## config.mk

```make
export PLATFORM = sky130hd
export DESIGN_NAME = uart_tx
export DESIGN_NICKNAME = d
export VERILOG_FILES = /design/src/rtl/uart_tx.sv
export SDC_FILE = /design/constraint.sdc
export NUM_CORES = 1
export LEC_CHECK = 0
export CORE_ASPECT_RATIO = 1.2
export CORE_MARGIN = 1
export CORE_UTILIZATION = 56
export DETAILED_ROUTE_END_ITERATION = 10
export PLACE_DENSITY_LB_ADDON = 0.3
export RECOVER_POWER = 25
export SYNTH_ARGS = -nofsm -noshare
export SYNTH_HDL_FRONTEND = slang
export SYNTH_SLANG_ARGS = --single-unit
```

## constraint.sdc

```tcl
create_clock -name fpga_clk -period 4.6 [get_ports fpga_clk]
set_input_delay 1.15 -clock fpga_clk [delete_from_list [all_inputs] [get_ports fpga_clk]]
set_output_delay 1.15 -clock fpga_clk [all_outputs]
set_load 0.05 [all_outputs]
```

## src/rtl/uart_tx.sv

```systemverilog
// uart_tx: 8N1 UART transmitter (start bit, 8 data bits LSB first, stop bit).
// Each serial bit is held for CLKS_PER_BIT clock cycles. sout and busy_tx
// come straight from flops, so no input reaches an output combinationally.
module uart_tx #(
    parameter int CLKS_PER_BIT = 4
) (
    input  logic       fpga_clk,
    input  logic       nrst,
    input  logic       tx_en,
    input  logic [7:0] din,
    output logic       sout,
    output logic       busy_tx
);

    // A single-cycle bit period still needs a one-bit counter.
    localparam int CNT_W = (CLKS_PER_BIT > 1) ? $clog2(CLKS_PER_BIT) : 1;
    localparam logic [CNT_W-1:0] CNT_MAX = CNT_W'(CLKS_PER_BIT - 1);

    typedef enum logic [1:0] {
        IDLE  = 2'd0,
        START = 2'd1,
        DATA  = 2'd2,
        STOP  = 2'd3
    } state_t;

    state_t           state_q, state_d;
    logic [CNT_W-1:0] cnt_q, cnt_d;
    logic [2:0]       idx_q, idx_d;
    logic [7:0]       shreg_q, shreg_d;
    logic             sout_q, sout_d;
    logic             busy_q, busy_d;

    logic             bit_done;

    assign bit_done = (cnt_q == CNT_MAX);
    assign sout     = sout_q;
    assign busy_tx  = busy_q;

    // State register; reset aborts any frame in flight and returns the line high.
    always_ff @(posedge fpga_clk or posedge nrst) begin
        if (nrst) begin
            state_q <= IDLE;
            cnt_q   <= '0;
            idx_q   <= '0;
            shreg_q <= '0;
            sout_q  <= 1'b1;
            busy_q  <= 1'b0;
        end else begin
            state_q <= state_d;
            cnt_q   <= cnt_d;
            idx_q   <= idx_d;
            shreg_q <= shreg_d;
            sout_q  <= sout_d;
            busy_q  <= busy_d;
        end
    end

    // Next-state logic: the registered sout/busy values are computed one edge
    // ahead, so the line level changes on the same edge as the state.
    always_comb begin
        state_d = state_q;
        cnt_d   = cnt_q;
        idx_d   = idx_q;
        shreg_d = shreg_q;
        sout_d  = sout_q;
        busy_d  = busy_q;

        unique case (state_q)
            IDLE: begin
                sout_d = 1'b1;
                busy_d = 1'b0;
                cnt_d  = '0;
                idx_d  = '0;
                if (tx_en) begin
                    // din is captured only here; later changes do not affect the frame.
                    shreg_d = din;
                    state_d = START;
                    sout_d  = 1'b0;
                    busy_d  = 1'b1;
                end
            end

            START: begin
                if (bit_done) begin
                    cnt_d   = '0;
                    idx_d   = '0;
                    state_d = DATA;
                    sout_d  = shreg_q[0];
                end else begin
                    cnt_d = cnt_q + 1'b1;
                end
            end

            DATA: begin
                if (bit_done) begin
                    cnt_d = '0;
                    if (idx_q == 3'd7) begin
                        state_d = STOP;
                        sout_d  = 1'b1;
                    end else begin
                        idx_d  = idx_q + 3'd1;
                        sout_d = shreg_q[idx_q + 3'd1];
                    end
                end else begin
                    cnt_d = cnt_q + 1'b1;
                end
            end

            STOP: begin
                if (bit_done) begin
                    // Always pass through IDLE for one cycle, giving the minimum inter-frame gap.
                    cnt_d   = '0;
                    state_d = IDLE;
                    sout_d  = 1'b1;
                    busy_d  = 1'b0;
                end else begin
                    cnt_d = cnt_q + 1'b1;
                end
            end

            default: begin
                state_d = IDLE;
                sout_d  = 1'b1;
                busy_d  = 1'b0;
            end
        endcase
    end

endmodule

```

==> summary.md <==
| Metric | Value |
|---|---|
| Peak VDD IR | 0.389 mV |
| # clock sinks | 17 |
| Post-DP Area | 1030 sq um |
| Global route overflow | 0 |
| Fraction of final layout cells sized beyond drive strength 1 | 17.6% |
| ANT cells | 0 |
| Initial DRC Count | 5 |
| Hold WS | 0.449 ns |
| Met3 routed WL | 53 um |
| Post-synthesis xor/xnor area fraction | 0% |
| Final Max Slew Viols | 0 |
| Fin area | 1060 sq um |
| Die Height | 46.0 um |
| Seq/Total Area, Yosys | 47.2% |
| R2R setup slack | 2.68 ns |
| Power density over the cells | 690 nW/um^2 |
| CP Capture Type | output pin |
| Met2 WL | 710 um |
| Min-delay src | cnt_q[0] |
| Worst Path Max Fanout | 2 |
| Mux cell area share after synthesis | 16.5% |
| PostCTS Resize Cnt | 0 |
| DRC viols | 0 |
| Max stage delay on crit path | 0.79 ns |
| Critical Path RT | 3.45 ns |
| Pin count of the biggest net entering global routing | 18 |
| DR vias | 602 |
| Worst path cell trace | clkdlybuf4s50_1 |
| Post-Syn Instances | 77 |
| RD Place Congestion | 0.748 |
| Clock skew | 0.00701 ns |
| Pleak | 0.483 nW |
| Setup_tns | 0 ns |
| Initial antenna violation count | 0 |
| Tcrit/Tclk final | 60.6% |
| Starting density of the core | 61.7% |
| Post-synth cell types | 24 |
| Setup Crit Path Kind | reg -> out |
| Reg-to-reg critical path endpoint | sout |
| Synth Cell Area | 903 sq um |
| Fin. Hold Viols | 0 |
| Largest family of logic cells by synthesized area | multiplexers |
| Top achievable clock speed | 359 MHz |
| Clock buffer depth | 2 |
| Synth area leader | dfrtp_1 |
| Synthesized flop and latch total | 17 |
| Min Tclk post-route | 2.79 ns |
| Endpoint, Worst Hold | cnt_q[0] |
| CP bufs+invs | 1 |
| Tightest Pin Transition | 0.644 ns |
| RSZ-0062 raised after global routing | no |
| Die Wd | 38.7 um |
| GRT Util Overall | 21.2% |
| Clock latency on the worst-skew pair | 0.30 ns |
| Drt wl/cell | 13.9 um |
| Status | completed |
| Syn avg cell area | 11.7 sq um |
| Leading cell types in the layout, fill and taps excluded | 16 x dfrtp_1, 10 x mux2_2, 10 x clkdlybuf4s50_1 |
| R2R cell count | 5 |
| Hold Path Stages | 1 |
| Post-synth top area share | 44.3% |
| Num CTS Buffers | 3 |
| CTS Root Buffer Type | clkbuf_4 |
| Post-CTS Setup Inserts | 0 |
| Final core utilization | 72.6% |
| Max Used Layer | met4 |
| Synth Net Count | 96 |
| Most common cell after layout, fill and taps aside | dfrtp_1 |
| CP max-delay cell | clkdlybuf4s50_1 |
| Final net count | 111 |
| Worst hold path class | reg -> reg |
| WL final | 1510 um |
| Clk pin slew, worst setup/hold paths | 0.10 ns |
| Post-CTS Hold Buffers | 0 |
| Synth warn | 0 |
| CP delay by family, top | buffers and inverters |
| Port bufs | 12 |
| DRT antenna net count | 0 |
| Routed met1 length | 689 um |
| Final setup viols | 0 |
| Area Overhead vs Synth | 17.6% |
| Ports | 13 |
| FP Rows | 15 |
| Via density | 5.57 |
| Core Region | 1460 sq um |
| DP HPWL | 1120 um |
| Worst slew margin relative to its limit | 57.0% |
| Maxcap violations | 0 |
| CP arrival | 1.64 ns |
| CP startpoint kind | flop |
| Area share of fa/ha/maj cells after synthesis | 11.1% |
| Die area | 1780 sq um |
| Vias in the first global route | 571 |
| CTS tree | yes |
| FF-to-FF Start | idx_q[0] |
| Total number of H-tree levels | 1 |
| First-pass GRT wire length | 2450 um |
| Synth Area in Compound Gates | 11.9% |
| Synth Area in Simple Gates | 10.1% |
| First-pass DRT Iterations | 4 |
| Synth top area cells | dfrtp_1 44%, mux2_2 12%, ha_1 11%, dfstp_2 2.9%, mux4_1 2.9% |
==> Yosys cell counts <==
library cell   n
a2111oi_0      1
a211o_1        1
a21oi_1        3
a22o_1         3
buf_2          2
dfrtp_1       16
dfstp_2        1
ha_1           8
inv_1          5
mux2_2        10
mux2i_1        1
mux4_1         1
nand2_1        5
nor2_1         3
nor2b_1        4
nor3_1         3
nor3b_1        1
o21ai_0        2
o21bai_1       1
o22ai_1        2
o32a_1         1
o41ai_1        1
or2_2          1
or2b_1         1
==> flip-flops by register name, summed over array words and instances, names as in the netlist <==
| register | count |
|---|---|
| idx_q | 3 |
| shreg_q | 8 |
| sout | 1 |
| state_q | 2 |
| busy_tx | 1 |
| cnt_q | 2 |
==> worst max path at each step <==
stage / cells after the start / endpoint / startpoint
final: 1 / sout / sout
after detailed placement: 1 / sout / sout
after floorplan: 3 / state_q[1] / tx_en
after CTS: 1 / sout / sout
after global routing: 1 / sout / sout
after global placement: 1 / sout / sout
==> cells by family (layout without fill, tap and decap cells) <==
group	count (synthesis)	after routing
fa+ha+maj	8	8
simple gates	18	18
buf+inv	7	21
compound gates	15	15
mux	12	12
flops	17	17
==> where the power goes <==
part,switching [W],total [W],internal (W)
logic,0.000183,0.000378,0.000195
clock network,0.0000491,0.0000816,0.0000325
registers,0.0000473,0.000273,0.000225
==> per-stage QoR <==
stage | power [W] | worst slack, ns | std cells
4_1_cts | 0.000741 | 1.81 | 108
2_1_floorplan | 0.000573 | 2.77 | 77
6_report | 0.000733 | 1.81 | 108
5_1_grt | 0.000796 | 1.77 | 108
3_3_place_gp | 0.000644 | 2.15 | 104
3_5_place_dp | 0.000658 | 2.15 | 104
==> routing by layer <==
layer  GRT usage (%)  up-vias
met5               0        -
met4            16.6        0
met3            4.41        5
met2            31.7       12
met1            26.0      282
li1                -      303
==> cell type report <==
cell class / count / area, sq um
sequential: 17 / 427
timing repair buffer: 12 / 120
fill: 115 / 402
inverter: 5 / 18.8
clock inverter: 1 / 5.00
tap: 17 / 21.3
multi-input combinational: 53 / 448
clock buffer: 3 / 22.5
Note: power is estimated with default switching activity, not from simulation.
